==> src/rtl/keypad4x4_scan.sv <==
`default_nettype none
// ============================================================================
// Module   : keypad4x4_scan
// Purpose  : Scans a 4x4 passive key matrix one row at a time. It drives one
//            row low, samples the four columns through a 2-flop synchroniser
//            and debounces every key independently. It presents the debounced
//            key state and a per-frame mask of the keys that changed.
// Ports    : clk         - system clock, all flops on the rising edge
//            resetn      - asynchronous active-low reset
//            row_n[3:0]  - active-low row drive, at most one bit low
//            col_n[3:0]  - active-low column sense, asynchronous
//            keybits[15:0]     - debounced state, 1 = pressed, bit 4*row+col
//            frame_done        - 1-cycle pulse after row 3 has been sampled
//            change_mask[15:0] - keys that toggled this frame, only while
//                                frame_done is high
// Revision : 1.0 - initial release
// ============================================================================
module keypad4x4_scan #(
  parameter int SETTLE_CYCLES  = 32,
  parameter int DEBOUNCE_SCANS = 4
) (
  input  logic        clk,
  input  logic        resetn,
  output logic [3:0]  row_n,
  input  logic [3:0]  col_n,
  output logic [15:0] keybits,
  output logic        frame_done,
  output logic [15:0] change_mask
);

  localparam int DWELL_W = $clog2(SETTLE_CYCLES);
  localparam int CNT_W   = $clog2(DEBOUNCE_SCANS + 1);

  localparam logic [DWELL_W-1:0] LAST_DWELL = DWELL_W'(SETTLE_CYCLES - 1);
  localparam logic [DWELL_W-1:0] DWELL_ONE  = DWELL_W'(1);
  localparam logic [CNT_W-1:0]   CNT_LIMIT  = CNT_W'(DEBOUNCE_SCANS);
  localparam logic [CNT_W-1:0]   CNT_ONE    = CNT_W'(1);
  localparam logic [1:0]         LAST_ROW   = 2'd3;

  // Synchroniser
  logic [3:0] col_meta_q, col_meta_d;
  logic [3:0] col_sync_q, col_sync_d;

  // Scan position. live_q is low only for the first cycle after reset, which
  // lets the first edge display row 0 without also advancing the dwell count.
  logic               live_q, live_d;
  logic [DWELL_W-1:0] dwell_q, dwell_d;
  logic [1:0]         row_q, row_d;
  logic [3:0]         row_n_q, row_n_d;

  // Debounce state
  logic [15:0]            keybits_q, keybits_d;
  logic [15:0][CNT_W-1:0] cnt_q, cnt_d;
  logic [15:0]            changed_q, changed_d;

  // Frame outputs
  logic        frame_done_q, frame_done_d;
  logic [15:0] change_mask_q, change_mask_d;

  logic [3:0] w_raw;
  logic       w_sample;

  assign w_raw    = ~col_sync_q;
  assign w_sample = live_q && (dwell_q == LAST_DWELL);

  always_comb begin
    col_meta_d    = col_n;
    col_sync_d    = col_meta_q;
    live_d        = 1'b1;
    dwell_d       = dwell_q;
    row_d         = row_q;
    keybits_d     = keybits_q;
    cnt_d         = cnt_q;
    changed_d     = changed_q;
    frame_done_d  = 1'b0;
    change_mask_d = 16'h0000;

    if (live_q) begin
      if (dwell_q == LAST_DWELL) begin
        dwell_d = '0;
        row_d   = row_q + 2'd1;
      end else begin
        dwell_d = dwell_q + DWELL_ONE;
      end
    end

    // Row drive is registered from the next position, so it always matches
    // the row whose dwell is being counted.
    row_n_d = ~(4'b0001 << row_d);

    if (w_sample) begin
      for (int c = 0; c < 4; c++) begin
        if (w_raw[c] == keybits_q[4*int'(row_q) + c]) begin
          cnt_d[4*int'(row_q) + c] = '0;
        end else if ((cnt_q[4*int'(row_q) + c] + CNT_ONE) == CNT_LIMIT) begin
          keybits_d[4*int'(row_q) + c] = w_raw[c];
          cnt_d[4*int'(row_q) + c]     = '0;
          changed_d[4*int'(row_q) + c] = 1'b1;
        end else begin
          cnt_d[4*int'(row_q) + c] = cnt_q[4*int'(row_q) + c] + CNT_ONE;
        end
      end

      // Row 3 closes the frame: publish the accumulated changes (including
      // any row-3 changes made on this same edge) and start afresh.
      if (row_q == LAST_ROW) begin
        frame_done_d  = 1'b1;
        change_mask_d = changed_d;
        changed_d     = 16'h0000;
      end
    end
  end

  always_ff @(posedge clk or negedge resetn) begin
    if (!resetn) begin
      col_meta_q    <= 4'hF;
      col_sync_q    <= 4'hF;
      live_q        <= 1'b0;
      dwell_q       <= '0;
      row_q         <= 2'd0;
      row_n_q       <= 4'b1111;
      keybits_q     <= 16'h0000;
      cnt_q         <= '0;
      changed_q     <= 16'h0000;
      frame_done_q  <= 1'b0;
      change_mask_q <= 16'h0000;
    end else begin
      col_meta_q    <= col_meta_d;
      col_sync_q    <= col_sync_d;
      live_q        <= live_d;
      dwell_q       <= dwell_d;
      row_q         <= row_d;
      row_n_q       <= row_n_d;
      keybits_q     <= keybits_d;
      cnt_q         <= cnt_d;
      changed_q     <= changed_d;
      frame_done_q  <= frame_done_d;
      change_mask_q <= change_mask_d;
    end
  end

  assign row_n       = row_n_q;
  assign keybits     = keybits_q;
  assign frame_done  = frame_done_q;
  assign change_mask = change_mask_q;

endmodule
`default_nettype wire

==> config.mk <==
export PLATFORM = sky130hd
export DESIGN_NAME = keypad4x4_scan
export DESIGN_NICKNAME = d
export VERILOG_FILES = /design/src/rtl/keypad4x4_scan.sv
export SDC_FILE = /design/constraint.sdc
export NUM_CORES = 1
export LEC_CHECK = 0
export BUFFER_PORTS_ARGS = -buffer_cell sky130_fd_sc_hd__buf_4
export CAP_MARGIN = 20
export CELL_PAD_IN_SITES_DETAIL_PLACEMENT = 0
export CELL_PAD_IN_SITES_GLOBAL_PLACEMENT = 1
export CORE_MARGIN = 1
export CORE_UTILIZATION = 25
export DETAILED_ROUTE_END_ITERATION = 6
export PLACE_DENSITY = 0.55
export SYNTH_ARGS = -nofsm -noshare
export SYNTH_HDL_FRONTEND = slang
export SYNTH_SLANG_ARGS = --single-unit
==> constraint.sdc <==
create_clock -name clk -period 8 [get_ports clk]
set_input_delay 0.4 -clock clk [delete_from_list [all_inputs] [get_ports clk]]
set_output_delay 0.4 -clock clk [all_outputs]
set_load 0.01 [all_outputs]
==> impl_results.md <==
- PwrDens: 281 mW/mm^2
- I/O pins: 43
- Hold-fix buffers, CTS: 0
- Worst endpoint data arrival time: 3790 ps
- Area Growth Syn to Fin: 22.6%
- Final HPWL DP: 8530 um
- Unique cell type count in the Yosys netlist: 40
- Max Cap Viol: 0
- Vias per cell: 4.74
- DR DRC count: 0
- Cts bufs inserted: 17
- R2R setup slack: 4520 ps
- Core ar.: 0.0210 sq mm
- Crit path capture type: register
- Most common cell after layout, fill and taps aside: dfrtp_1
- Post-CTS Setup Bufs: 0
- Outcome: complete, no violations
- Slew headroom: 26.1%
- Vias in the first global route: 3799
- Synthesis warning total: 0
- Worst-path clk slew: 60 ps
- NumNets Final: 550
- GRT Util Overall: 13.1%
- Worst-Margin Slew: 1100 ps
- CTS root buffer: clkbuf_16
- Vias post-DR: 3867
- Fin crit share: 43.5%
- Worst IR Drop VDD: 0.000173 V
- Commonest cells after routing, fill and taps aside: dfrtp_1 (105), nand2_1 (80), buf_4 (49)
- CP Class: register to register
- Leakage: 2.88 nW
- Final Core Density: 31.2%
- CP Max Fanout: 16
- Share of layout cells above drive strength 1: 22.4%
- Clock period minus worst slack: 3480 ps
- Initial DRC count: 229
- Worst Path Required: 8310 ps
- Wire per inst: 16.4 um
- GPL Wtd Cong: 0.700
- Syn avg cell area: 10.9 sq um
- Syn nets: 512
- Final Hold Fails: 0
- Largest net degree at the start of global routing: 61
- Unrepaired setup endpoints after global routing: false
- PortBufs: 42
- Final-report max-slew violation count: 0
- First-pass GRT wire length: 21400 um
- Die area: 0.0220 sq mm
- First-pass detailed-route iteration total: 5
- Async SR Flop Fraction: 100%
- CP Launch Type: register
- Final wirelength: 13400 um
- ANT cells: 0
- Initial Utilization: 25.5%
- Post-synthesis instance total: 490
- Most common flop cell mapped by yosys: dfrtp_1
- Initial antenna violation count: 0
- Clock tree buffer depth: 2
- CTS tree: built
- Clock Sink Count: 117
- Final Setup Violations: 0
- H-tree level count: 4
- #FFs+latches synth: 117
- Antenna Nets Post-Route: 0
- Cts repair resizes: 0
- Worst-Skew Late Latency: 420 ps
- Post-synth EDFFs: 0
- Worst reg2reg path startpoint: row_q[0]$_DFF_PN0_
- Reg-to-reg critical path endpoint: cnt_q[12]$_DFFE_PN0P_
- Seq/Total Area, Yosys: 55.0%
- Worst R2R Path Depth: 7
- Site Rows: 53
- Post-Route Setup TNS: 0 ps
- Total grt overflow: 0
- Clock Skew: 12.3 ps
- Die H: 148 um
- Mapped cell area: 0.00535 sq mm
- Hold Crit Class: input pin to async pin
- Die X: 148 um
- Max Clk Rate: 0.288 GHz
## through the flow
| stage | cell area, sq um | total power, mW | cells | hold WS, ps | setup slack, ps |
|---|---|---|---|---|---|
| after global placement | 5940 | 1.05 | 784 | 346 | 4730 |
| after detailed placement | 5940 | 1.06 | 784 | 347 | 4560 |
| after global routing | 6560 | 1.93 | 816 | 70.3 | 4320 |
| final | 6560 | 1.84 | 816 | 70.1 | 4520 |
| after floorplan | 5350 | 0.936 | 490 | 104 | 5110 |
| after CTS | 6560 | 1.86 | 816 | 72.3 | 4550 |
## cell type report
type / count / area (sq um)
multi-input combinational: 317 / 2190
timing repair buffer: 49 / 368
clock inverter: 9 / 150
inverter: 26 / 97.6
tap: 275 / 344
sequential: 117 / 2940
clock buffer: 23 / 468
fill: 2154 / 14500
## power by group
| part | total, mW | switching, mW | internal [mW] |
|---|---|---|---|
| Combinational | 0.350 | 0.210 | 0.140 |
| Clock | 0.796 | 0.260 | 0.535 |
| Sequential | 0.696 | 0.0395 | 0.657 |
| Total | 1.84 | 0.509 | 1.33 |
## metal layers
metal	routed length [um]	global-route usage, %	vias up	share of wire, %
met1	6490	18.2	1964	48
met2	6210	19.6	83	46
li1	-	-	1806	-
met3	556	3.53	14	4.1
met5	0	0	-	0
met4	155	4.23	0	1.2
## cell families after synthesis
logic type / Yosys count / share of synthesized area (%)
compound gates: 113 / 13.3
buf+inv: 56 / 4.16
fa+ha+maj: 16 / 3.74
mux: 31 / 9.17
flops: 117 / 55.0
simple gates: 147 / 12.8
other cells: 1 / 0.0701
xor+xnor: 9 / 1.82
## critical path: stages (launching register included)
cell and delay (ps):
dfrtp_1 480, buf_4 410, mux4_2 640, ha_1 310, and3b_1 190, mux2i_1 450, nand3_1 520, o31ai_1 370
## synth_stat cells, drive strengths merged, types with 3 or more instances
cell type / n / area share [%]
inv: 26 / 1.8
or3: 8 / 0.94
mux4: 14 / 5.9
a31o: 8 / 1.3
nor3b: 3 / 0.42
and2: 4 / 0.47
mux2i: 13 / 2.4
o22ai: 6 / 0.70
ha: 16 / 3.7
buf: 6 / 0.65
a22oi: 4 / 0.56
nand3b: 4 / 0.56
nand3: 24 / 2.2
o31ai: 18 / 2.5
nor2: 12 / 0.84
or3b: 3 / 0.54
clkbuf: 24 / 1.7
dfstp: 12 / 5.9
nand2: 80 / 5.6
and3: 5 / 0.58
mux2: 4 / 0.84
a31oi: 7 / 0.82
a21oi: 11 / 1.0
dfrtp: 105 / 49
xnor2: 9 / 1.8
o211ai: 8 / 1.1
o21ai: 45 / 4.2
## worst max path at each step
| stage | startpoint | slack [ps] | endpoint |
|---|---|---|---|
| after global placement | row_q[0]$_DFF_PN0_ | 4730 | cnt_q[38]$_DFFE_PN0P_ |
| after floorplan | row_q[0]$_DFF_PN0_ | 5110 | cnt_q[26]$_DFFE_PN0P_ |
| after global routing | row_q[0]$_DFF_PN0_ | 4320 | cnt_q[12]$_DFFE_PN0P_ |
| final | row_q[0]$_DFF_PN0_ | 4520 | cnt_q[12]$_DFFE_PN0P_ |
| after CTS | row_q[0]$_DFF_PN0_ | 4550 | cnt_q[12]$_DFFE_PN0P_ |
| after detailed placement | row_q[0]$_DFF_PN0_ | 4560 | cnt_q[12]$_DFFE_PN0P_ |
## state kept, by name, summed over array words and instances (netlist names)
register / cells
col_meta_q: 4
row_n: 4
changed_q: 16
cnt_q: 48
keybits: 16
live_q: 1
frame_done: 1
row_q: 2
dwell_q: 5
change_mask: 16
col_sync_q: 4
Power figures use the tool's default switching activity.
